--- src/rtl/spook_bus_arbiter.sv ---
// ---------------------------------------------------------------------------
// spook_bus_arbiter
//
// Shares a single Spook core between two requesters. One requester is
// granted at a time. Its instruction/header/data words are forwarded to the
// core's bus_in, and the core's bus_out words are returned to it. A
// transaction ends once both the final input word and the final output word
// have been accepted. Under contention, grants alternate between the two
// requesters.
//
// Ports
//   clk, rst                   clock; synchronous active-low reset
//   reqX_data/valid/last       request stream from requester X (X = 0, 1)
//   reqX_ready                 request word accepted when valid & ready
//   core_bus_in/_valid         word and valid towards the core bus_in
//   core_ready_bus_in          core ready on bus_in
//   core_bus_out/_valid/_last  response stream from the core
//   core_ready_bus_out         ready towards the core bus_out
//   rspX_data/valid/last       response stream to requester X
//   rspX_ready                 requester X accepts the response word
//   owner                      requester currently (or most recently) granted
//   busy                       high whenever the FSM is not IDLE
//   tx_count                   completed transactions since reset (wraps)
// ---------------------------------------------------------------------------
module spook_bus_arbiter #(
  parameter int BUS_SIZE = 32
) (
  input  logic                clk,
  input  logic                rst,
  input  logic [BUS_SIZE-1:0] req0_data,
  input  logic                req0_valid,
  input  logic                req0_last,
  output logic                req0_ready,
  input  logic [BUS_SIZE-1:0] req1_data,
  input  logic                req1_valid,
  input  logic                req1_last,
  output logic                req1_ready,
  output logic [BUS_SIZE-1:0] core_bus_in,
  output logic                core_bus_in_valid,
  input  logic                core_ready_bus_in,
  input  logic [BUS_SIZE-1:0] core_bus_out,
  input  logic                core_bus_out_valid,
  input  logic                core_bus_out_last,
  output logic                core_ready_bus_out,
  output logic [BUS_SIZE-1:0] rsp0_data,
  output logic                rsp0_valid,
  output logic                rsp0_last,
  input  logic                rsp0_ready,
  output logic [BUS_SIZE-1:0] rsp1_data,
  output logic                rsp1_valid,
  output logic                rsp1_last,
  input  logic                rsp1_ready,
  output logic                owner,
  output logic                busy,
  output logic [15:0]         tx_count
);

  typedef enum logic [1:0] {
    IDLE     = 2'd0,
    ACTIVE   = 2'd1,
    WAIT_RSP = 2'd2,
    RELEASE  = 2'd3
  } state_t;

  state_t state, state_next;
  logic   owner_next;
  logic   prio;          // requester that wins the next contended grant
  logic   in_done;       // final input word of this transaction accepted
  logic   out_done;      // final output word of this transaction accepted
  logic   in_last_acc;   // final input word accepted this cycle
  logic   out_last_acc;  // final output word accepted this cycle
  logic   sel_valid, sel_last, sel_rsp_ready;
  logic   in_open, out_open;

  // Both requesters see the core output word; only the owner sees valid.
  assign rsp0_data = core_bus_out;
  assign rsp1_data = core_bus_out;
  assign busy      = (state != IDLE);

  always_comb begin
    // NOTE: every signal written here gets a default first, so no path
    // through the case/if structure can leave a value held (latch).
    state_next         = state;
    owner_next         = owner;
    core_bus_in        = owner ? req1_data : req0_data;
    core_bus_in_valid  = 1'b0;
    req0_ready         = 1'b0;
    req1_ready         = 1'b0;
    rsp0_valid         = 1'b0;
    rsp1_valid         = 1'b0;
    rsp0_last          = 1'b0;
    rsp1_last          = 1'b0;
    core_ready_bus_out = 1'b0;
    in_last_acc        = 1'b0;
    out_last_acc       = 1'b0;

    sel_valid     = owner ? req1_valid : req0_valid;
    sel_last      = owner ? req1_last  : req0_last;
    sel_rsp_ready = owner ? rsp1_ready : rsp0_ready;

    // The input path closes once the last input word is accepted; the
    // output path likewise closes independently on the last output word.
    in_open  = (state == ACTIVE) && !in_done;
    out_open = ((state == ACTIVE) || (state == WAIT_RSP)) && !out_done;

    if (in_open) begin
      core_bus_in_valid = sel_valid;
      req0_ready        = !owner && core_ready_bus_in;
      req1_ready        =  owner && core_ready_bus_in;
      in_last_acc       = sel_valid && core_ready_bus_in && sel_last;
    end

    if (out_open) begin
      rsp0_valid         = !owner && core_bus_out_valid;
      rsp1_valid         =  owner && core_bus_out_valid;
      rsp0_last          = !owner && core_bus_out_last;
      rsp1_last          =  owner && core_bus_out_last;
      core_ready_bus_out = sel_rsp_ready;
      out_last_acc       = core_bus_out_valid && sel_rsp_ready && core_bus_out_last;
    end

    case (state)
      IDLE: begin
        if (req0_valid || req1_valid) begin
          state_next = ACTIVE;
          owner_next = (req0_valid && req1_valid) ? prio : req1_valid;
        end
      end
      ACTIVE: begin
        // The core may finish its output before the input is complete; the
        // FSM then stays here until the input side also completes.
        if ((in_done || in_last_acc) && (out_done || out_last_acc))
          state_next = RELEASE;
        else if (in_done || in_last_acc)
          state_next = WAIT_RSP;
      end
      WAIT_RSP: begin
        if (out_last_acc)
          state_next = RELEASE;
      end
      RELEASE: state_next = IDLE;
      default: state_next = IDLE;
    endcase
  end

  always_ff @(posedge clk) begin
    // NOTE: sequential state uses non-blocking assignments so every register
    // samples the pre-edge values regardless of statement order.
    if (!rst) begin
      state    <= IDLE;
      owner    <= 1'b0;
      prio     <= 1'b0;
      in_done  <= 1'b0;
      out_done <= 1'b0;
      tx_count <= '0;
    end else begin
      state <= state_next;
      owner <= owner_next;
      if (in_last_acc)  in_done  <= 1'b1;
      if (out_last_acc) out_done <= 1'b1;
      if (state == RELEASE) begin
        tx_count <= tx_count + 16'd1;
        prio     <= ~owner;
        in_done  <= 1'b0;
        out_done <= 1'b0;
      end
    end
  end

endmodule

--- config.mk ---
export PLATFORM = sky130hd
export DESIGN_NAME = spook_bus_arbiter
export DESIGN_NICKNAME = d
export VERILOG_FILES = /design/src/rtl/spook_bus_arbiter.sv
export SDC_FILE = /design/constraint.sdc
export NUM_CORES = 1
export LEC_CHECK = 0
export ABC_AREA = 1
export ABC_CLOCK_PERIOD_IN_PS = 4300
export BUFFER_PORTS_ARGS = -buffer_cell sky130_fd_sc_hd__buf_2
export CORE_AREA = 2 2 89 91
export CTS_BUF_LIST = sky130_fd_sc_hd__clkbuf_8
export CTS_CLUSTER_SIZE = 8
export DETAILED_ROUTE_END_ITERATION = 10
export DIE_AREA = 0 0 91 93
export GPL_ROUTABILITY_DRIVEN = 0
export PLACE_DENSITY = 0.67
export SETUP_SLACK_MARGIN = 0.02
export SKIP_LAST_GASP = 1
export SYNTH_ARGS = -nofsm -noshare
export SYNTH_HDL_FRONTEND = slang
export SYNTH_SLANG_ARGS = --single-unit
--- constraint.sdc ---
create_clock -name clk -period 4.3 [get_ports clk]
set_clock_uncertainty 0.05 [all_clocks]
set_input_delay 0.215 -clock clk [delete_from_list [all_inputs] [get_ports clk]]
set_output_delay 0.215 -clock clk [all_outputs]
set_load 0.005 [all_outputs]
======== Word-level counts from Yosys, hierarchy flattened ========
Index checks and enable logic that the tools add are counted.
storage, ports and cells
  register bits ........................... 22
  input port bits ......................... 107
  output and inout bits ................... 122
  word-level logic and storage cells ...... 61
operators by class
  add/subtract/negate cells ............... 1
  eq/ne operators ......................... 6
  multiplexer cells ....................... 20
  bitwise gates (word level) .............. 2
  reduce and logical (&&, ||, !) cells .... 26
operators by type and width
  cell                                            number
  two-way mux 32 bit                              1
  adder 16 x 1 -> 16 bit (second input constant)  1
  logical AND 1 bit                               14
  two-way mux 1 bit                               14
  two-way mux 2 bit                               4
  one-hot mux 2 bit (4 select lines)              1
  == test 2 bit (second input constant)           2
  logical OR 1 bit                                4
  != test 2 bit (second input constant)           2
  logical NOT 1 bit                               3
  != test 3 x 1 -> 1 bit (second input constant)  1
  AND reduction 3 bit                             1
  == test 2 x 1 -> 1 bit (second input constant)  1
  logical NOT 2 bit                               1
  inverter 1 bit                                  2
  AND reduction 2 bit                             1
  nonzero test 2 bit                              1
  OR reduction 2 bit                              1

======== Logic depth before layout (Yosys ltp) ========
Gate-level depths: netlist of run 1.
  depth in word-level cells ............... 8
  depth in mapped cells ................... 11
  depth with buffers taken out ............ 11

======== Least setup slack after synthesis of run 1 ========
No wires, ideal clock.
  path type ............................... register to register
  start ................................... register tx_count[0]
  end ..................................... register tx_count[14]
  setup time .............................. 0.119 ns
  data arrival time ....................... 1.327 ns
  required time ........................... 4.131 ns
  slack ................................... 2.804 ns
  cell stages (with the launch flop) ...... 7
  buffers on the path ..................... 0
  clock period less this slack ............ 1.496 ns
  cells stage by stage .................... dfxtp_1 > ha_1 > nand3_2 > nor3_4 > nand4_1 > nor3b_1 > nor2_1
on the way
  cells in the longest elaborated chain, start to end .. 1
ends and longest elaborated chain
  what                    line  text
  from (decl)             55    output logic [15:0] tx_count
  from (signal assigned)  162   tx_count <= tx_count + 16'd1;
  adder 16 x 1 -> 16 bit  162
Every way passes these cells.
A chain may end at the register's enable or synchronous reset.

======== Final worst setup path of run 1 ========
  start ................................... register owner
  end ..................................... output core_ready_bus_out
on the way
  cells in the longest elaborated chain, start to end .. 2
ends and longest elaborated chain
  what                    line  text
  from (decl)             53    output logic owner,
  from (signal assigned)  158   owner <= owner_next;
  two-way mux 1 bit       99    sel_rsp_ready = owner ? rsp1_ready : rsp0_ready;
  two-way mux 1 bit       113   if (out_open) begin
  to (decl)               44    output logic core_ready_bus_out,
Every way passes these cells.

==> reports/metrics.cfg, run 1 <==
[power]
power.density_mw_per_mm2 = 319
vdd_drop_max_v = 0.000192
leakage_uw = 0.00137

[clock_network]
clk_latency_ps = 260
cts_resized = 0
post-cts-setup-buffers = 0
cts_made_buffers = 3
cts_max_level = 1
cts.sinks = 22
cts_tree = yes
clockBufferDepth = 2
cts_root_buf = clkbuf_8
clkTransAtPathRegs_ps = 80
postCtsHoldBufs = 0

[synth]
synth.most_common_cell = nand2_1
yosys_warnings = 0
syn_nets = 445
syn_area_mm2 = 0.00205
async_flop_share = 0
synth.area.top_cells = buf_4 (24%), nand2_1 (22%), dfxtp_1 (21%), a21oi_1 (4.4%), inv_1 (3.8%)
synth-main-ff-cell = dfxtp_1
ys_ff_latch = 22
synth.distinct_cells = 29
syn_area_per_cell_um2 = 6.17
synth.largest_area_cell = buf_4
synth-edff-count = 0
ys_seq_area_frac = 0.214
synth_common_cells = nand2_1 (123), buf_4 (66), dfxtp_1 (22)
synth_top_area_frac = 0.241
netlist_instances = 333

[setup_path]
start_kind = flip-flop
cp_max_fo = 25
arrival_ps = 1810
cp.required_ps = 4030
critPathKind = flip-flop to output pin
end_kind = output pin

[finish]
fin_area_mm2 = 0.00237
nNetsFinal = 509
num_antenna_cells = 0
syn_to_final_growth_pct = 15.6
fillers = 870
drive_gt1_frac = 0.379
utilization = 0.315

[timing]
fin_crit_ps = 2070
final_hold_viol_count = 0
min_period_over_period = 0.482
tns_ps = 0
worstMarginPinSlew_ps = 660
rsz0062_at_grt = false
max-slew-margin-rel = 0.559
max_freq_ghz = 0.483
setup_viol = 0
slew_viol_final = 0

[die]
core_mm2 = 0.00753
dieHeight_um = 93
die_x_um = 91
io_pins = 229
rows = 32
dieArea_mm2 = 0.00846
initial_core_util = 0.273

[route]
wl_per_cell_um = 14.5
via_per_inst = 4.42
drc = 0
route.vias.total = 2199
totalWireLength_um = 7210
ant_nets = 0
firstDrtPassIters = 4
drtIter0Drc = 66

[global_routing]
antenna_found_initial = 0
grtUsageMet3 = 0.0870
grt_use_met2 = 0.247
grt-busiest-layer = met2
grt_max_degree = 38
grt_pass1_vias = 2039
grt_usage = 0.157
grt_pass1_wl_um = 10600
overflow = 0
use_met1 = 0.192

[placement]
io_buffers = 132
placed_area_mm2 = 0.00232
hpwl_um = 6210

[worst_hold_path]
hp-class = primary input to flip-flop

[job]
maxCapViolCount = 0

[outcome]
status = completed

[report_power, final]
group	total [uW]	internal [uW]	switching, uW	leakage (uW)
Sequential	245	220	24.5	0.000178
Combinational	361	150	211	0.00116
Clock	152	81.6	70.5	0.0000288
Total	758	452	306	0.00137
[cell families (layout without fill, tap and decap cells)]
family / after synthesis / count (layout) / share of synthesized area
AO/OA/AOI/OAI: 37 / 37 / 0.0956
buffers and inverters: 102 / 165 / 0.311
AND/OR/NAND/NOR: 167 / 167 / 0.349
flip-flops: 22 / 22 / 0.214
adder cells (fa/ha/maj): 5 / 5 / 0.0305
[critical path, stage by stage, from the launching register on]
cell	delay [ps]
dfxtp_1	750
buf_4	380
nand2_1	110
a21oi_1	170
buf_2	140
[worst paths after layout]
| path | from | slack (ps) | cells after the start | endpoint |
|---|---|---|---|---|
| worst max-delay path | owner | 2230 | 4 | core_ready_bus_out |
| worst min-delay path | req1_valid | 190 | 3 | owner |
| worst max register to register | owner | 2280 | 10 | state[0] |
| worst min register to register | tx_count[15] | 410 | 1 | tx_count[15] |
[registers in the layout (all words and copies together) (netlist names)]
signal,flops
prio,1
owner,1
tx_count,16
state,2
in_done,1
out_done,1
[cell type report]
class	instances	area [um^2]	area share
multi-input combinational	209	976	0.411
timing repair buffer	133	668	0.281
sequential	22	440	0.185
tap	102	128	0.0537
inverter	28	108	0.0453
clock buffer	4	55.1	0.0232
[per-stage QoR]
step	power (uW)	instances	setup WS [ps]	hold WS (ps)
floorplan	497	333	2800	303
global placement	606	494	2340	380
detailed placement	614	494	2260	380
CTS	764	498	2180	190
global route	827	498	1940	212
finish	758	498	2230	194
[layer usage]
layer	vias up	wire length, um
met3	6	984
met1	936	2970
met4	0	73
li1	1100	-
met5	-	0
met2	157	3180
[placed cells by master (no fill, tap or decap), types with 2 or more instances in the layout]
cell type / Yosys / layout
buf_2: 4 / 132
nand2_1: 123 / 123
dfxtp_1: 22 / 22
inv_1: 21 / 21
a21oi_1: 18 / 18
nor2_1: 14 / 14
o21ai_0: 9 / 9
nor3_1: 8 / 8
nand3_1: 6 / 6
o21ai_1: 5 / 5
ha_1: 5 / 5
clkbuf_8: 0 / 4
clkinv_1: 3 / 3
nor2_2: 3 / 3
inv_2: 3 / 3
nand4_1: 3 / 3
nor3b_1: 3 / 3
nand3_2: 2 / 2
a211oi_1: 2 / 2
No activity file was read; power rests on OpenSTA's default activity.
==> inputs of run 2 (changes only) <==
Settings changed: ABC_CLOCK_PERIOD_IN_PS 4300 to 1850, PLACE_DENSITY 0.67 to 0.7.
Clock period 4.3 ns to 1.85 ns, I/O delays scaled along.
==> run 2 against run 1 <==
Effect of this change:
- clock-buffer cell count shrank 1
- die area is the same
- clock power grew 89%
- sequential share of layout area shrank 0.11 points
- setup slack lost 2000 ps
- flip-flop and latch count is the same
- hold slack lost 120 ps
- sequential power grew 130%
- combinational power grew 140%
- cell count grew 1.2%
- critical path type unchanged
- utilization grew 0.47 points
- non-clock buffer count grew 5
==> reports/metrics.cfg, run 2 (same netlist as run 1, synthesis figures left out) <==
[outcome]
status = completed

[timing]
min_period_over_period = 0.898
hold_ws_ps = 75.0
max-slew-margin-rel = 0.822
fin_crit_ps = 1660
final_hold_viol_count = 0
slew_viol_final = 0
rsz0062_at_grt = false
max_freq_ghz = 0.602
worstMarginPinSlew_ps = 265
setup_viol = 0
tns_ps = 0

[finish]
drive_gt1_frac = 0.395
nNetsFinal = 514
regMostFlops = tx_count
fin_area_mm2 = 0.00241
final_cell_mix = buf_2 (132), nand2_1 (123), inv_1 (21)
utilization = 0.320
final_common_cell = buf_2
top_regs = tx_count: 16 flops, state: 2 flops
syn_to_final_growth_pct = 17.3
largest_reg_flops = 16

[worst_hold_path]
hold_end = owner
holdPathStages = 3
hp-class = primary input to flip-flop
worstHoldStart = req1_valid

[global_routing]
overflow = 0
antenna_found_initial = 3
grt_pass1_wl_um = 11000
grt_pass1_vias = 2117
grt_usage = 0.165
grt_max_degree = 20

[die]
dieHeight_um = 93
core_mm2 = 0.00753
rows = 32
die_x_um = 91
io_pins = 229
dieArea_mm2 = 0.00846
initial_core_util = 0.273

[clock_network]
clkTransAtPathRegs_ps = 70
cts.sinks = 22
cts_tree = yes
cts_max_level = 1
cts_made_buffers = 3
clk_latency_ps = 250
clockBufferDepth = 2
cts_root_buf = clkbuf_8

[power]
vdd_drop_max_v = 0.000433
leakage_uw = 0.00139
power.density_mw_per_mm2 = 719
p_total_uw = 1730

[route]
drc = 0
via_per_inst = 4.44
totalWireLength_um = 7400
firstDrtPassIters = 4
drtIter0Drc = 79
wl_per_cell_um = 14.7
ant_nets = 0
route.vias.total = 2238

[setup_path]
critical_path_buf_inv_count = 4
worst_path_most_repeated_cell = inv_1
reg2reg_slack_ps = 240
slowest_delay_ps = 370
cp.required_ps = 1710
r2r-end = state[1]
cp_max_fo = 5
start_kind = flip-flop
cp_slowest_cell = dfxtp_2
crit_chain = inv_1 > ha_1 > inv_1 > nor2_2 > inv_1 > nor3_1 > buf_2
end_kind = output pin
r2r-start = state[0]
arrival_ps = 1520
ff2ff_path_depth = 10
cp_top_family = flip-flops
critPathKind = flip-flop to output pin

[placement]
placed_area_mm2 = 0.00236
hpwl_um = 6510
io_buffers = 132

[job]
maxCapViolCount = 0

run 2: final cells by class:
type	instances	area (um^2)
antenna	2	5.00
clock buffer	3	41.3
fill	844	5120
inverter	28	108
multi-input combinational	209	978
sequential	22	444
tap	102	128
timing repair buffer	138	706
run 2: power by group:
group,switching (uW),leakage (uW),internal [uW]
Combinational,512,0.00119,369
Clock,143,0.0000216,145
Sequential,47.0,0.000179,517
Total,702,0.00139,1030
run 2: per-layer routing:
metal	track usage	share of wire
met2	0.272	0.47
met5	0	0.0018
met4	0.0240	0.0069
met3	0.113	0.17
met1	0.180	0.36
run 2: worst reg2reg max path, cell delays in order, from the launching register on:
cell	delay, ps
dfxtp_2	370
inv_1	70
ha_1	270
inv_1	50
nor2_2	100
nand3_1	100
nand2_1	70
nand2_1	50
nor2_2	170
o21ai_1	100
a21oi_1	140
run 2: stage by stage:
step / cells / worst slack [ps]
global route: 503 / 43.4
CTS: 502 / 81.8
detailed placement: 499 / 196
global placement: 499 / 270
finish: 504 / 188
floorplan: 333 / 354
run 2: worst max-delay path by stage:
stage | start | slack [ps] | depth (start not counted) | to
final | state[0] | 190 | 7 | rsp1_valid
after global routing | state[0] | 40 | 10 | state[1]
after CTS | state[0] | 80 | 7 | rsp1_valid
after detailed placement | state[0] | 200 | 11 | state[0]
after global placement | state[0] | 270 | 11 | state[0]
after floorplan | tx_count[0] | 350 | 6 | tx_count[14]
run 2: repair_timing:
| action | in CTS | in global routing |
|---|---|---|
| endpoints found under the setup margin | 0 | 7 |
| resized for setup | 0 | 4 |
| buffers inserted | 0 | 0 |
| hold buffers | 0 | 0 |
==> inputs of run 3 (changes only) <==
Settings changed: GPL_TIMING_DRIVEN set to 0.
==> run 3 against run 2 <==
Effect of this change:
- utilization increased by 11 points
- hold slack worse by 15 ps
- clock power grew 20%
- global-route usage rose by 2.4 points
- maximum frequency is 2.0% lower
- sequential share of layout area down 4.8 points
- routed wire length grew 19%
- cell count grew 26%
- first-iteration DRC count is 7.6% higher
- highest routed layer unchanged
==> reports/metrics.cfg, run 3 (same netlist as run 1, synthesis figures left out) <==
[timing]
slew_viol_final = 0
timing.final.ws_setup_ps = 154
rsz0062_at_grt = false
final_hold_viol_count = 0
worstMarginPinSlew_ps = 422
setup_viol = 0
min_period_over_period = 0.917
max_freq_ghz = 0.590
max-slew-margin-rel = 0.719
tns_ps = 0
hold_ws_ps = 60.5
fin_crit_ps = 1700

[setup_path]
crit_chain = inv_1 > ha_1 > inv_1 > nor2_1 > inv_1 > nor3_1 > buf_2
cp_top_family = buffers and inverters
critPathKind = flip-flop to output pin
cp.required_ps = 1710
cp_slowest_cell = dfxtp_2
slowest_delay_ps = 370
cp_max_fo = 5
arrival_ps = 1550
worst_path_most_repeated_cell = inv_1
critical_path_buf_inv_count = 4
start_kind = flip-flop
end_kind = output pin

[global_routing]
grt_usage = 0.189
antenna_found_initial = 2
grt_pass1_wl_um = 12800
overflow = 0
grt_max_degree = 13
grt_pass1_vias = 2547

[placement]
io_buffers = 196
dp_cells = 631
hpwl_um = 7700
pre_cts_slack_ps = 161

[die]
dieArea_mm2 = 0.00846
dieHeight_um = 93
rows = 32
die_x_um = 91
initial_core_util = 0.273
io_pins = 229
core_mm2 = 0.00753

[clock_network]
cts_made_buffers = 3
cts_tree = yes
cts_root_buf = clkbuf_8
cts.sinks = 22
clockBufferDepth = 2
cts_max_level = 1
clkTransAtPathRegs_ps = 80
clk_latency_ps = 260

[finish]
final_common_cell = buf_2
finalNonFillerCells = 637
fillers = 833
regArea_um2 = 443
nNetsFinal = 647
top_regs = tx_count: 16 flops, state: 2 flops
drive_gt1_frac = 0.543
final_cell_mix = buf_2 (201), nand2_1 (123), buf_4 (67)
utilization = 0.431
regMostFlops = tx_count
multi_input_area_um2 = 986
largest_reg_flops = 16
syn_to_final_growth_pct = 57.9

[outcome]
status = completed

[job]
maxCapViolCount = 0

[route]
route.vias.total = 2726
totalWireLength_um = 8820
ant_nets = 0
via_per_inst = 4.28
drc = 0
firstDrtPassIters = 4
wl_per_cell_um = 13.9
drtIter0Drc = 85

[worst_hold_path]
hp-class = primary input to flip-flop

[power]
vdd_drop_max_v = 0.000294
power.density_mw_per_mm2 = 614
leakage_uw = 0.00197

## run 3: cell types whose count changed in the layout (fill, tap and decap cells not counted), moves of 2 or more
cell	before	now
clkbuf_1	0	2
buf_4	6	67
buf_2	132	201
nor3_1	8	6
nor3_2	0	2
## run 3: cell type report
cell class / instances / area share
multi-input combinational: 209 / 0.304
buffer: 74 / 0.164
timing repair buffer: 197 / 0.305
sequential: 22 / 0.137
inverter: 28 / 0.0332
antenna: 1 / 0.000772
tap: 102 / 0.0394
clock buffer: 4 / 0.0170
## run 3: repair_timing
action	CTS	global route
endpoints found under the setup margin	30	21
hold buffers	0	0
gates resized for setup	1	7
pin swaps	0	1
buffers inserted	0	1
## run 3: tightest hold or removal path, delay by kind of cell
kind                   cells  cell delay, ps
AOI/OAI and AO/OA          2             110
buffers and inverters      1             130
## run 3: final timing paths
kind	startpoint	endpoint	slack [ps]	depth (start not counted)
worst min register to register	tx_count[15]	tx_count[15]	410	1
worst max-delay path	state[0]	rsp1_last	150	7
worst max register to register	tx_count[0]	tx_count[12]	180	6
worst min-delay path	rst	prio	60	3
## run 3: stage by stage
step | total power (uW) | area (um^2)
5_1_grt | 2180 | 3240
3_5_place_dp | 1640 | 3160
4_1_cts | 1990 | 3220
2_1_floorplan | 1150 | 2050
6_report | 1990 | 3240
3_3_place_gp | 1630 | 3160
## run 3: report_power, final
group | internal, uW | leakage [uW] | switching (uW)
clock network | 190 | 0.0000288 | 156
registers | 515 | 0.000179 | 34.6
logic | 502 | 0.00177 | 592
total | 1210 | 0.00197 | 783
## run 3: layer usage
| metal | up-vias | part of all wire | track usage | wire (um) |
|---|---|---|---|---|
| met2 | 105 | 0.50 | 0.342 | 4390 |
| li1 | 1381 | - | - | - |
| met1 | 1228 | 0.38 | 0.204 | 3320 |
| met3 | 10 | 0.11 | 0.0862 | 1010 |
| met5 | - | 0.0012 | 0 | 11 |
| met4 | 2 | 0.0097 | 0.0391 | 86 |
